$ cat src/rtl/alu_exec.sv
// alu_exec: multi-cycle execute-stage ALU. Single-cycle logic/arithmetic ops;
// SLL/SRL run iteratively one bit per cycle. Latency: 1 cycle from the
// accepting edge, or 1 + shamt cycles for shifts with shamt > 0.
// Backpressure: start is accepted only when idle; starts while busy are dropped.
// Ports: clk, rst_n (async active-low); start/alu_ctrl/a/b/shamt request;
//        busy, done (1-cycle pulse), result/zero/overflow (registered).
module alu_exec #(
  parameter int WIDTH = 32,
  parameter int SHW   = 5
) (
  input  logic             clk,
  input  logic             rst_n,
  input  logic             start,
  input  logic [3:0]       alu_ctrl,
  input  logic [WIDTH-1:0] a,
  input  logic [WIDTH-1:0] b,
  input  logic [SHW-1:0]   shamt,
  output logic             busy,
  output logic             done,
  output logic [WIDTH-1:0] result,
  output logic             zero,
  output logic             overflow
);

  typedef enum logic {IDLE, SHIFT} state_t;

  state_t state, state_nxt;

  // Operands captured on the accepting edge; the op executes one edge later.
  logic             pend_vld;
  logic [3:0]       op_ctrl;
  logic [WIDTH-1:0] op_a, op_b;
  logic [SHW-1:0]   op_shamt;

  logic [WIDTH-1:0] sh_reg, sh_next;
  logic [SHW-1:0]   cnt;
  logic             dir_right;

  logic             pend_shift;
  logic             accept, finish_alu, load_shift, finish_shift;
  logic [WIDTH-1:0] sum, diff, alu_res;
  logic             ovf_add, ovf_sub, alu_ovf;

  assign pend_shift = pend_vld && (op_ctrl == 4'h4 || op_ctrl == 4'h5) && (op_shamt != '0);

  assign sum     = op_a + op_b;
  assign diff    = op_a - op_b;
  assign ovf_add = (op_a[WIDTH-1] == op_b[WIDTH-1]) && (sum[WIDTH-1]  != op_a[WIDTH-1]);
  assign ovf_sub = (op_a[WIDTH-1] != op_b[WIDTH-1]) && (diff[WIDTH-1] != op_a[WIDTH-1]);

  assign sh_next = dir_right ? (sh_reg >> 1) : (sh_reg << 1);

  always_comb begin
    alu_res = '0;
    alu_ovf = 1'b0;
    case (op_ctrl)
      4'h0: begin alu_res = sum;  alu_ovf = ovf_add; end
      4'h1: begin alu_res = diff; alu_ovf = ovf_sub; end
      4'h2: alu_res = op_a & op_b;
      4'h3: alu_res = op_a | op_b;
      // Shifts only take this path when shamt == 0, so the result is b unchanged.
      4'h4, 4'h5: alu_res = op_b;
      // Sign of (a - b) corrected by its overflow gives the true signed compare.
      4'h6: alu_res = {{(WIDTH-1){1'b0}}, diff[WIDTH-1] ^ ovf_sub};
      4'h7: begin alu_res = diff; alu_ovf = ovf_sub; end
      4'h8: alu_res = {op_b[15:0], {(WIDTH-16){1'b0}}};
      default: alu_res = '0;
    endcase
  end

  always_comb begin
    state_nxt    = state;
    accept       = 1'b0;
    finish_alu   = 1'b0;
    load_shift   = 1'b0;
    finish_shift = 1'b0;
    case (state)
      IDLE: begin
        // A pending shift has already committed the block, so a new start is dropped.
        accept = start && !pend_shift;
        if (pend_shift) begin
          load_shift = 1'b1;
          state_nxt  = SHIFT;
        end else if (pend_vld) begin
          finish_alu = 1'b1;
        end
      end
      SHIFT: begin
        if (cnt == SHW'(1)) begin
          finish_shift = 1'b1;
          state_nxt    = IDLE;
        end
      end
      default: state_nxt = IDLE;
    endcase
  end

  always_ff @(posedge clk or negedge rst_n) begin
    if (!rst_n) state <= IDLE;
    else        state <= state_nxt;
  end

  always_ff @(posedge clk or negedge rst_n) begin
    if (!rst_n) begin
      pend_vld  <= 1'b0;
      op_ctrl   <= '0;
      op_a      <= '0;
      op_b      <= '0;
      op_shamt  <= '0;
      sh_reg    <= '0;
      cnt       <= '0;
      dir_right <= 1'b0;
      busy      <= 1'b0;
      done      <= 1'b0;
      result    <= '0;
      zero      <= 1'b0;
      overflow  <= 1'b0;
    end else begin
      done     <= 1'b0;
      pend_vld <= accept;
      if (accept) begin
        op_ctrl  <= alu_ctrl;
        op_a     <= a;
        op_b     <= b;
        op_shamt <= shamt;
      end
      if (finish_alu) begin
        result   <= alu_res;
        zero     <= (alu_res == '0);
        overflow <= alu_ovf;
        done     <= 1'b1;
      end
      if (load_shift) begin
        sh_reg    <= op_b;
        cnt       <= op_shamt;
        dir_right <= (op_ctrl == 4'h5);
        busy      <= 1'b1;
      end
      if (state == SHIFT) begin
        sh_reg <= sh_next;
        cnt    <= cnt - SHW'(1);
        if (finish_shift) begin
          result   <= sh_next;
          zero     <= (sh_next == '0);
          overflow <= 1'b0;
          done     <= 1'b1;
          busy     <= 1'b0;
        end
      end
    end
  end

endmodule
$ cat config.mk
export PLATFORM = sky130hd
export DESIGN_NAME = alu_exec
export DESIGN_NICKNAME = d
export VERILOG_FILES = /design/src/rtl/alu_exec.sv
export SDC_FILE = /design/constraint.sdc
export NUM_CORES = 1
export LEC_CHECK = 0
export ABC_AREA = 1
export ABC_CLOCK_PERIOD_IN_PS = 5200
export CORE_MARGIN = 5
export CORE_UTILIZATION = 40
export CTS_CLUSTER_DIAMETER = 100
export DETAILED_ROUTE_END_ITERATION = 10
export GPL_TIMING_DRIVEN = 0
export PLACE_DENSITY = 0.56
export SYNTH_ARGS = -nofsm -noshare
export SYNTH_HDL_FRONTEND = slang
export SYNTH_SLANG_ARGS = --single-unit
export TNS_END_PERCENT = 5
$ cat constraint.sdc
create_clock -name clk -period 5.2 [get_ports clk]
set_input_delay 1.04 -clock clk [delete_from_list [all_inputs] [get_ports clk]]
set_output_delay 1.04 -clock clk [all_outputs]
set_load 0.05 [all_outputs]
Word level (Yosys, flattened, before mapping)
Index checks and enable logic that the tools add are counted.
{ "word_totals": {"reg_bits": 149, "latch_bits": 0, "mem_bits_rw": 0, "mem_bits_ro": 0, "mem_count": 0} }
{ "classes": {"addsub": 3, "multipliers": 0, "n_div": 0, "order_cmp": 0, "n_eq_ne": 13, "shifts": 0, "mux": 32, "bitwise_logic": 4, "reduce_logical": 14} }
{ "ops": {"columns": ["operator", "n"], "rows": [
  ["$pmux 32 s7", 1],
  ["$mux 32", 6],
  ["$logic_not 32->1", 2],
  ["$add 32x32->32", 1],
  ["$and 32x32->32", 1],
  ["$or 32x32->32", 1],
  ["$sub 32x32->32", 1],
  ["$mux 1", 21],
  ["$eq 4x3->1 const B", 4],
  ["$mux 5", 2],
  ["$eq 4x2->1 const B", 2],
  ["$eq 5x1->1 const B", 1],
  ["$logic_and 1x1->1", 5],
  ["$reduce_bool 5->1", 1],
  ["$sub 5x1->5 const B", 1],
  ["$eq 4x1->1 const B", 1],
  ["$eq 4x4->1 const B", 1],
  ["$logic_not 4->1", 1],
  ["$pmux 1 s2", 2],
  ["$reduce_or 2->1", 2],
  ["$ne 1x1->1", 3],
  ["$reduce_bool 2->1", 1],
  ["$eq 1x1->1", 1],
  ["$logic_not 1->1", 1],
  ["other kinds (3)", 3]
]} }

Depth between registers and ports, before layout
Gate-level depths: netlist of the first run.
{ "logic_depth": {"ltp_word": 9, "depth_mapped": 27, "ltp_nobuf": 26} }

Worst setup path before layout of the first run
OpenSTA, ideal clock, no wires.
{ "synth_timing": {"path_kind": "reg-to-reg", "startpoint": "register op_b[11]", "endpoint": "register zero", "setup_time_ps": 73, "t_arrival_ps": 2967, "required_time_ps": 5127, "path_slack_ps": 2160, "stages_incl_launch_ff": 23, "path_buffers": 1, "path_cell_list": "dfrtp_1 inv_1 ha_1 buf_2 nor2_1 nand2_1 nor2_1 nand2_1 nand3_1 nand2_1 nand2_1 nand2_1 nand2_1 a21oi_1 fa_1 o21ai_0 a211oi_1 nand3_1 nor2_1 nand2_1 nor2_1 nand3_1 a21oi_2"} }
{ "synth_between": {"elab_chain_cells": 9} }
{ "synth_lines": {"columns": ["element", "line", "text"], "rows": [
  ["start: declaration", "32", "logic [WIDTH-1:0] op_a, op_b;"],
  ["start signal: assignment", "108", "op_b <= '0;"],
  ["start signal: assignment", "124", "op_b <= b;"],
  ["$sub 32x32->32", "47", "assign diff = op_a - op_b;"],
  ["$ne 1x1->1", "49", "assign ovf_sub = (op_a[WIDTH-1] != op_b[WIDTH-1]) && (diff[WIDTH-1] != op_a[WIDTH-1]);"],
  ["$logic_and 1x1->1", "49", null],
  ["$xor 1x1->1", "64", "4'h6: alu_res = {{(WIDTH-1){1'b0}}, diff[WIDTH-1] ^ ovf_sub};"],
  ["$pmux 32 s7 (*)", "56", "case (op_ctrl)"],
  ["$logic_not 32->1 (*)", "129", "zero <= (alu_res == '0);"],
  ["$mux 1 (*)", "127", "if (finish_alu) begin"],
  ["$mux 1", "142", "if (finish_shift) begin"],
  ["$mux 1 (*)", "139", "if (state == SHIFT) begin"],
  ["end signal: assignment", "129", null],
  ["end signal: assignment", "144", "zero <= (sh_next == '0);"],
  ["end: declaration", "21", "output logic zero,"]
]} }
Mark *: on every way between the ends. The rest lies on a longest branch, timed or not.
A chain may end at the register's enable or synchronous reset.

Worst setup path in the final report of the first run
{ "layout_timing": {"startpoint": "register op_b[3]", "endpoint": "register zero"} }
Same word-level chain as after synthesis.

==> results.py, run 1 <==
metrics = {
    "outcome": {
        "status": "finished, violations left",
        "violations": "capacitance limit, slew limit",
    },
    "cells_and_area": {
        "final_nets": 2352,
        "final_cell_area_um2": 15300,
        "area_growth_pct": 17.5,
        "drive_gt1_share_pct": 5.78,
        "stdcell_count": 2622,
        "n_antenna_cell": 0,
    },
    "detailed_routing": {
        "wl_per_cell_um": 21.6,
        "drcViolationCount": 0,
        "first_iter_violations": 1365,
        "first_pass_iters": 6,
        "vias_per_cell": 5.36,
        "ant_nets": 0,
        "vias": 14100,
        "routed_wl_um": 56500,
    },
    "timing": {
        "fin_crit_sh_pct": 86.4,
        "tightestPinTransition_ps": 1520,
        "fmax_ghz": 0.223,
        "grt_setup_unrepaired": "false",
        "slew_headroom_pct": -1.96,
        "final_hold_viol_count": 0,
        "finClkSkew_ps": 11.7,
        "drv_slew": 8,
        "finalSetupViolations": 0,
        "min_period_ps": 4490,
    },
    "critical_path": {
        "arrival_ps": 4870,
        "regToRegSetupSlack_ps": 710,
        "cp.required_ps": 5570,
        "endpoint_kind": "flip-flop",
        "worstPathMaxFanout": 8,
        "crit_type": "flip-flop to flip-flop",
        "start_kind": "flip-flop",
    },
    "clock_tree": {
        "tritoncts": "done",
        "postCtsSetupRepairBufs": 0,
        "h-tree-depth": 4,
        "clkSinkCount": 149,
        "clock_latency_ps": 440,
        "cts_hold_buf": 0,
        "cts_root_buf": "clkbuf_16",
        "cts_buffers": 17,
        "cts.repair.resized": 0,
        "path_clk_slew_ps": 70,
        "cts.path.max_buffers": 2,
    },
    "synthesis": {
        "synth_edf_count": 0,
        "async_flop_share_pct": 100,
        "synth_simple_gate_area_share_pct": 32.6,
        "synth_top_area_share_pct": 28.6,
        "synth_compound_area_share_pct": 14.4,
        "synthAdderAreaFrac_pct": 10.5,
        "syn_inst": 2037,
        "synthXorXnorAreaFrac_pct": 0.201,
        "synthMuxAreaShare_pct": 0,
        "synth_nets": 2221,
        "ys.flop_type": "dfrtp_1",
        "netlist_area_um2": 13100,
        "yosysWarnings": 0,
        "yosysUniqueCellTypes": 43,
        "synth-seq-cells": 149,
        "yosysMostFrequentCell": "nand2_1",
        "synth_area_per_cell_um2": 6.41,
        "synth_area_leaders": "dfrtp_1 (29%), nand2_1 (18%), inv_1 (10%)",
        "synthTopCellsByCount": "nand2_1 (638), inv_1 (355), nor2_1 (153)",
        "synth_top_area_cell": "dfrtp_1",
        "synth_top_family_by_area": "simple AND/OR/NAND/NOR gates",
        "yosysSeqAreaShare_pct": 28.6,
    },
    "placed_design": {
        "dp_cells": 2591,
        "place_congestion": 0.985,
        "port_buffers": 111,
        "hpwlAfterDp_um": 46600,
        "placed_area_um2": 14700,
    },
    "die": {
        "die_area_um2": 36300,
        "die_y_um": 191,
        "initial_core_util_pct": 40.3,
        "ios": 112,
        "rows": 66,
        "core_um2": 32400,
        "chipWidth_um": 191,
    },
    "global_routing": {
        "grt_pass1_wl_um": 83600,
        "grt-ovfl-total": 0,
        "grt_max_degree": 102,
        "grt_antenna_before_repair": 0,
        "grtUsageTotal_pct": 30.9,
        "grt_pass1_vias": 13300,
    },
    "job": {
        "maxCapViolations": 1,
    },
    "min_path": {
        "hold_class": "flip-flop to flip-flop",
    },
}
==> area by class of cell <==
| type | instances | area, um2 |
|---|---|---|
| sequential | 149 | 3730 |
| fill | 3521 | 17000 |
| multi-input combinational | 1434 | 7520 |
| buffer | 82 | 402 |
| timing repair buffer | 112 | 1140 |
| inverter | 372 | 1400 |
| clock inverter | 12 | 153 |
| tap | 442 | 553 |
| clock buffer | 19 | 433 |
==> cells in the final DEF (no fill, tap or decap), types with 7 or more instances in the layout <==
master / netlist / final
nand2_2: 8 / 8
inv_2: 13 / 13
a21oi_1: 59 / 59
nor2_1: 153 / 153
clkdlybuf4s50_1: 0 / 110
nand3_1: 147 / 147
o21ai_0: 111 / 111
nand4_1: 32 / 32
inv_1: 355 / 355
o21bai_1: 7 / 7
o221ai_1: 55 / 55
clkbuf_1: 27 / 29
dfrtp_1: 149 / 149
clkbuf_16: 0 / 17
ha_1: 105 / 105
o22ai_1: 32 / 32
o21ai_1: 13 / 13
buf_2: 43 / 43
nor3_1: 12 / 12
nand2_1: 638 / 638
a221oi_1: 13 / 13
==> cells by family (layout without fill, tap and decap cells) <==
logic type                 count (synthesis)  count (layout)
DFF                                      149             149
buffers and inverters                    454             597
adders and majority gates                108             108
and+or+nand+nor                         1019            1019
AOI/OAI and AO/OA                        304             304
xor gates and xnor gates                   3               3
==> critical path: stages (launching register included) <==
cell	delay [ps]
dfrtp_1	650
inv_1	180
ha_1	300
buf_2	180
nor2_2	150
nand3_1	120
nand3_1	230
nand2_1	100
nand3_1	150
nand2_1	180
nand2_1	110
nand2_1	70
nand2_1	70
a21oi_1	160
fa_1	430
nand3_1	110
nand3_1	80
nor2_1	160
nand3_1	90
nor2_1	140
nand2_1	60
nor2_1	210
nand3_1	110
nor2_1	130
nand3_1	130
a21oi_2	130
==> worst paths after layout <==
| path | start | endpoint | cells after the start |
|---|---|---|---|
| setup / recovery | op_b[3] | zero | 25 |
| hold / removal | busy | busy | 2 |
| setup reg to reg | op_b[3] | zero | 25 |
| hold reg to reg | busy | busy | 2 |
| max in group asynchronous | rst_n | sh_reg[19] | 2 |
| min in group asynchronous | rst_n | op_b[6] | 1 |
==> through the flow <==
| stage | worst slack (ps) | hold slack (ps) | setup TNS [ps] | util, % |
|---|---|---|---|---|
| 2_1_floorplan | 2160 | 454 | 0 | - |
| 3_3_place_gp | -3540 | 469 | -522920 | 45.5 |
| 3_5_place_dp | 827 | 474 | 0 | 45.6 |
| 4_1_cts | 784 | 492 | 0 | 47.4 |
| 5_1_grt | 396 | 529 | 0 | 47.4 |
| 6_report | 706 | 489 | 0 | 47.4 |
==> per-layer routing <==
| metal | up-vias | global-route usage (%) | wire [um] |
|---|---|---|---|
| li1 | 6758 | - | - |
| met1 | 6662 | 42.4 | 25000 |
| met2 | 558 | 50.2 | 25900 |
| met3 | 88 | 3.50 | 3460 |
| met4 | 0 | 11.3 | 2180 |
| met5 | - | 0 | 0 |
Power of run 1 is not shown: default switching activity piles up to over one toggle a cycle in this logic, so the estimate is an artifact.
==> run 2: changes to the inputs <==
Settings changed: CORE_MARGIN 5 to 4.
==> run 2 against run 1 <==
The flow still finishes with violations (capacitance limit, slew limit). Clock skew up 4.2 ps. Non-clock buffer count unchanged. Register-to-register slack worse by 90 ps. Hold slack better by 3.4 ps. Die area down 2.1%. Utilization up 0.62 points. Critical path type unchanged. Highest routed layer unchanged.
==> results.py, run 2 (synthesis gave the netlist of run 1 again) <==
metrics = {
    "timing": {
        "grt_setup_unrepaired": "false",
        "finalSetupViolations": 0,
        "drv_slew": 1,
        "finClkSkew_ps": 15.9,
        "slew_headroom_pct": -0.306,
        "fin_crit_sh_pct": 88.2,
        "fin_setup_tns_ps": 0,
        "tightestPinTransition_ps": 1490,
        "min_period_ps": 4590,
        "fin_hold_ws_ps": 493,
        "final_hold_viol_count": 0,
        "layout_setup_ws_ps": 611,
        "fmax_ghz": 0.218,
    },
    "global_routing": {
        "grt_pass1_vias": 13300,
        "grt-ovfl-total": 0,
        "grtUsageTotal_pct": 30.9,
        "grt_pass1_wl_um": 82600,
        "grt_antenna_before_repair": 0,
        "grt_max_degree": 89,
    },
    "critical_path": {
        "crit_type": "flip-flop to flip-flop",
        "reg2reg_depth": 25,
        "arrival_ps": 4980,
        "start_kind": "flip-flop",
        "endpoint_kind": "flip-flop",
        "reg2reg_from": "op_b[6]",
        "timing.rr.end": "zero",
        "regToRegSetupSlack_ps": 610,
        "worstPathMaxFanout": 9,
        "cp.required_ps": 5590,
    },
    "cells_and_area": {
        "final_cell_area_um2": 15300,
        "layout_commonest_cell": "nand2_1",
        "final_nets": 2352,
        "fillers": 3417,
        "n_antenna_cell": 0,
        "final_cell_mix": "nand2_1 (638), inv_1 (355), nor2_1 (153)",
        "area_growth_pct": 17.2,
        "drive_gt1_share_pct": 5.87,
    },
    "clock_tree": {
        "postCtsSetupRepairBufs": 0,
        "cts_hold_buf": 0,
        "cts.repair.resized": 0,
        "clock_latency_ps": 460,
        "tritoncts": "done",
        "cts_root_buf": "clkbuf_16",
        "cts_buffers": 17,
        "cts.path.max_buffers": 2,
        "clkSinkCount": 149,
        "h-tree-depth": 4,
        "path_clk_slew_ps": 80,
    },
    "detailed_routing": {
        "ant_nets": 0,
        "drcViolationCount": 0,
        "first_iter_violations": 1304,
        "vias_per_cell": 5.34,
        "vias": 14000,
        "routed_wl_um": 55900,
        "first_pass_iters": 6,
        "wl_per_cell_um": 21.4,
    },
    "placed_design": {
        "place_congestion": 0.978,
        "port_buffers": 111,
        "placed_area_um2": 14700,
        "dp_slack_ps": 706,
        "hpwlAfterDp_um": 46000,
    },
    "die": {
        "die_y_um": 189,
        "ios": 112,
        "die_area_um2": 35600,
        "chipWidth_um": 189,
        "rows": 65,
        "core_um2": 31900,
        "initial_core_util_pct": 40.9,
    },
    "outcome": {
        "violations": "capacitance limit, slew limit",
        "status": "finished, violations left",
    },
    "min_path": {
        "hp-start": "sh_reg[0]",
        "whs_path_depth": 2,
        "hold_class": "flip-flop to flip-flop",
        "min_to": "sh_reg[0]",
    },
    "job": {
        "maxCapViolations": 1,
    },
}
[run 2: changes by cell type in the layout (fill, tap and decap cells not counted), sizes merged]
cell	before	now
bufinv	3	0
clkbuf	48	46
clkinv	9	7
inv	371	378
[run 2: how the worst max path moves through the flow]
stage	cells past startpoint	from	slack, ps	end
6_report	25	op_b[6]	610	zero
5_1_grt	25	op_b[6]	320	zero
4_1_cts	25	op_b[6]	660	zero
3_5_place_dp	25	op_b[6]	710	zero
3_3_place_gp	1	rst_n	-3420	op_a[23]
2_1_floorplan	22	op_b[11]	2160	zero
[run 2: cell type report]
type / instances / area (um2) / share of cell area (%)
Multi-Input combinational cell: 1434 / 7520 / 49.2
Sequential cell: 149 / 3730 / 24.4
Inverter: 372 / 1400 / 9.13
Timing Repair Buffer: 112 / 1140 / 7.48
Tap cell: 435 / 544 / 3.56
Clock buffer: 17 / 425 / 2.78
Buffer: 82 / 402 / 2.63
Clock inverter: 14 / 134 / 0.875
[run 2: per-stage QoR]
stage | std cells | util, %
3_5_place_dp | 2584 | 46.2
6_report | 2615 | 48.0
4_1_cts | 2615 | 48.0
2_1_floorplan | 2037 | -
5_1_grt | 2615 | 48.0
3_3_place_gp | 2583 | 46.1
[run 2: layer usage]
layer	up-vias	wire length, um	track usage, %
li1	6750	-	-
met1	6551	24500	42.1
met2	587	25500	50.7
met3	89	4040	4.24
met4	0	1940	10.3
met5	-	0	0
[run 2: worst max-delay path, stage by stage, from the launching register on]
cell and delay, ps:
dfrtp_1 680, inv_1 220, ha_1 310, buf_2 170, nor2_1 270, nand2_1 130, nor2_1 150, nand2_1 100
nand3_1 160, nand2_1 180, nand2_1 110, nand2_1 70, nand2_1 60, a21oi_1 140, fa_1 440, nand3_1 110
nand3_1 80, nor2_1 180, nand3_1 100, nor2_1 130, nand2_1 60, nor2_1 190, nand3_1 110, nor2_1 130
nand3_1 110, a21oi_2 140
Power of run 2 is left out for the same reason.
==> run 3: changes to the inputs <==
Settings changed: DONT_BUFFER_PORTS from default to 1, PLACE_DENSITY 0.56 to 0.51.
==> run 3 against run 2 <==
The flow now finishes without violations. Flip-flop and latch count did not move. Die area unchanged. Hold slack got worse by 210 ps. Non-clock buffer count fell by 111. Utilization decreased by 3.4 points. Global-route usage decreased by 0.33 points. Clock skew down 0.79 ps. Via count shrank 3.5%. Critical path type unchanged. Highest routed layer is now met5.
==> results.py, run 3 (synthesis gave the netlist of run 1 again) <==
metrics = {
    "die": {
        "die_y_um": 189,
        "core_um2": 31900,
        "rows": 65,
        "ios": 112,
        "die_area_um2": 35600,
        "chipWidth_um": 189,
        "initial_core_util_pct": 40.9,
    },
    "outcome": {
        "status": "finished, final reports clean",
    },
    "placed_design": {
        "dp_slack_ps": 789,
        "placed_area_um2": 13600,
        "port_buffers": 0,
        "dp_cells": 2472,
        "place_congestion": 0.994,
        "hpwlAfterDp_um": 45400,
    },
    "timing": {
        "final_hold_viol_count": 0,
        "fin_setup_tns_ps": 0,
        "drv_slew": 0,
        "layout_setup_ws_ps": 671,
        "finalSetupViolations": 0,
        "finClkSkew_ps": 15.1,
        "min_period_ps": 4530,
        "fin_crit_sh_pct": 87.1,
        "tightestPinTransition_ps": 912,
        "fmax_ghz": 0.221,
        "slew_headroom_pct": 39.2,
        "grt_setup_unrepaired": "false",
    },
    "clock_tree": {
        "clkSinkCount": 149,
        "cts_buffers": 17,
        "tritoncts": "done",
        "cts_root_buf": "clkbuf_16",
        "cts.repair.resized": 0,
        "cts.path.max_buffers": 2,
        "path_clk_slew_ps": 70,
        "postCtsSetupRepairBufs": 0,
        "cts_hold_buf": 0,
        "clock_latency_ps": 450,
        "h-tree-depth": 4,
    },
    "critical_path": {
        "slowest_stage": "dfrtp_1",
        "worstPathMaxFanout": 9,
        "regToRegSetupSlack_ps": 670,
        "arrival_ps": 4900,
        "slowest_delay_ps": 670,
        "start_kind": "flip-flop",
        "reg2reg_depth": 25,
        "reg2reg_from": "op_b[6]",
        "cp_num_buf_inv": 2,
        "cpMostUsedCell": "nand2_1",
        "crit_type": "flip-flop to flip-flop",
        "endpoint_kind": "flip-flop",
        "timing.rr.end": "zero",
        "crit_family": "simple AND/OR/NAND/NOR gates",
        "cp.required_ps": 5570,
    },
    "cells_and_area": {
        "stdcell_count": 2505,
        "drive_gt1_share_pct": 6.04,
        "layout_commonest_cell": "nand2_1",
        "final_cell_mix": "nand2_1 (638), inv_1 (355), nor2_1 (153)",
        "area_growth_pct": 9.01,
        "final_nets": 2241,
        "final_cell_area_um2": 14200,
    },
    "detailed_routing": {
        "first_pass_iters": 6,
        "ant_nets": 0,
        "routed_wl_um": 55400,
        "vias": 13500,
        "drcViolationCount": 0,
        "first_iter_violations": 1268,
        "vias_per_cell": 5.39,
        "wl_per_cell_um": 22.1,
    },
    "global_routing": {
        "grt_pass1_wl_um": 81600,
        "grt_antenna_before_repair": 1,
        "grtUsageTotal_pct": 30.6,
        "grt_pass1_vias": 12800,
        "grt-ovfl-total": 0,
        "grt_max_degree": 150,
    },
    "min_path": {
        "hold_class": "primary input to asynchronous set/reset pin",
    },
    "job": {
        "maxCapViolations": 0,
    },
}
==> run 3: changes by cell type in the layout (fill, tap and decap cells not counted), moves of 2 or more <==
cell / change
clkdlybuf4s50_1: -110
inv_6: -3
inv_8: -5
bufinv_16: +4
clkbuf_1: +2
==> run 3: metal layers <==
metal  vias to the layer above  wire length (um)  GRT usage, %  part of all wire (%)
li1                       6546                 -             -                     -
met3                        95              3870          6.26                   7.0
met4                         2              2060          10.8                   3.7
met2                       490             25000          49.5                    45
met5                         -                12             0                 0.022
met1                      6359             24400          40.6                    44
==> run 3: final cells by class <==
type	count	area, um2
Fill cell	3515	17700
Multi-Input combinational cell	1434	7520
Sequential cell	149	3730
Inverter	372	1400
Tap cell	435	544
Clock buffer	20	447
Buffer	82	402
Clock inverter	11	175
Timing Repair Buffer	1	7.51
Antenna cell	1	2.50
==> run 3: per-stage QoR <==
stage	hold slack (ps)	utilization [%]
after floorplan	454	-
after global placement	470	42.6
after detailed placement	481	42.6
after CTS	265	44.6
after global routing	270	44.6
final	282	44.6
==> run 3: worst max-delay path by stage <==
| stage | startpoint | end | slack (ps) | cells after the start |
|---|---|---|---|---|
| after global placement | op_b[6] | zero | 730 | 25 |
| after floorplan | op_b[11] | zero | 2160 | 22 |
| final | op_b[6] | zero | 670 | 25 |
| after detailed placement | op_b[4] | zero | 790 | 25 |
| after CTS | op_b[4] | zero | 750 | 25 |
| after global routing | op_b[4] | zero | 290 | 25 |
Power of run 3 is left out for the same reason.
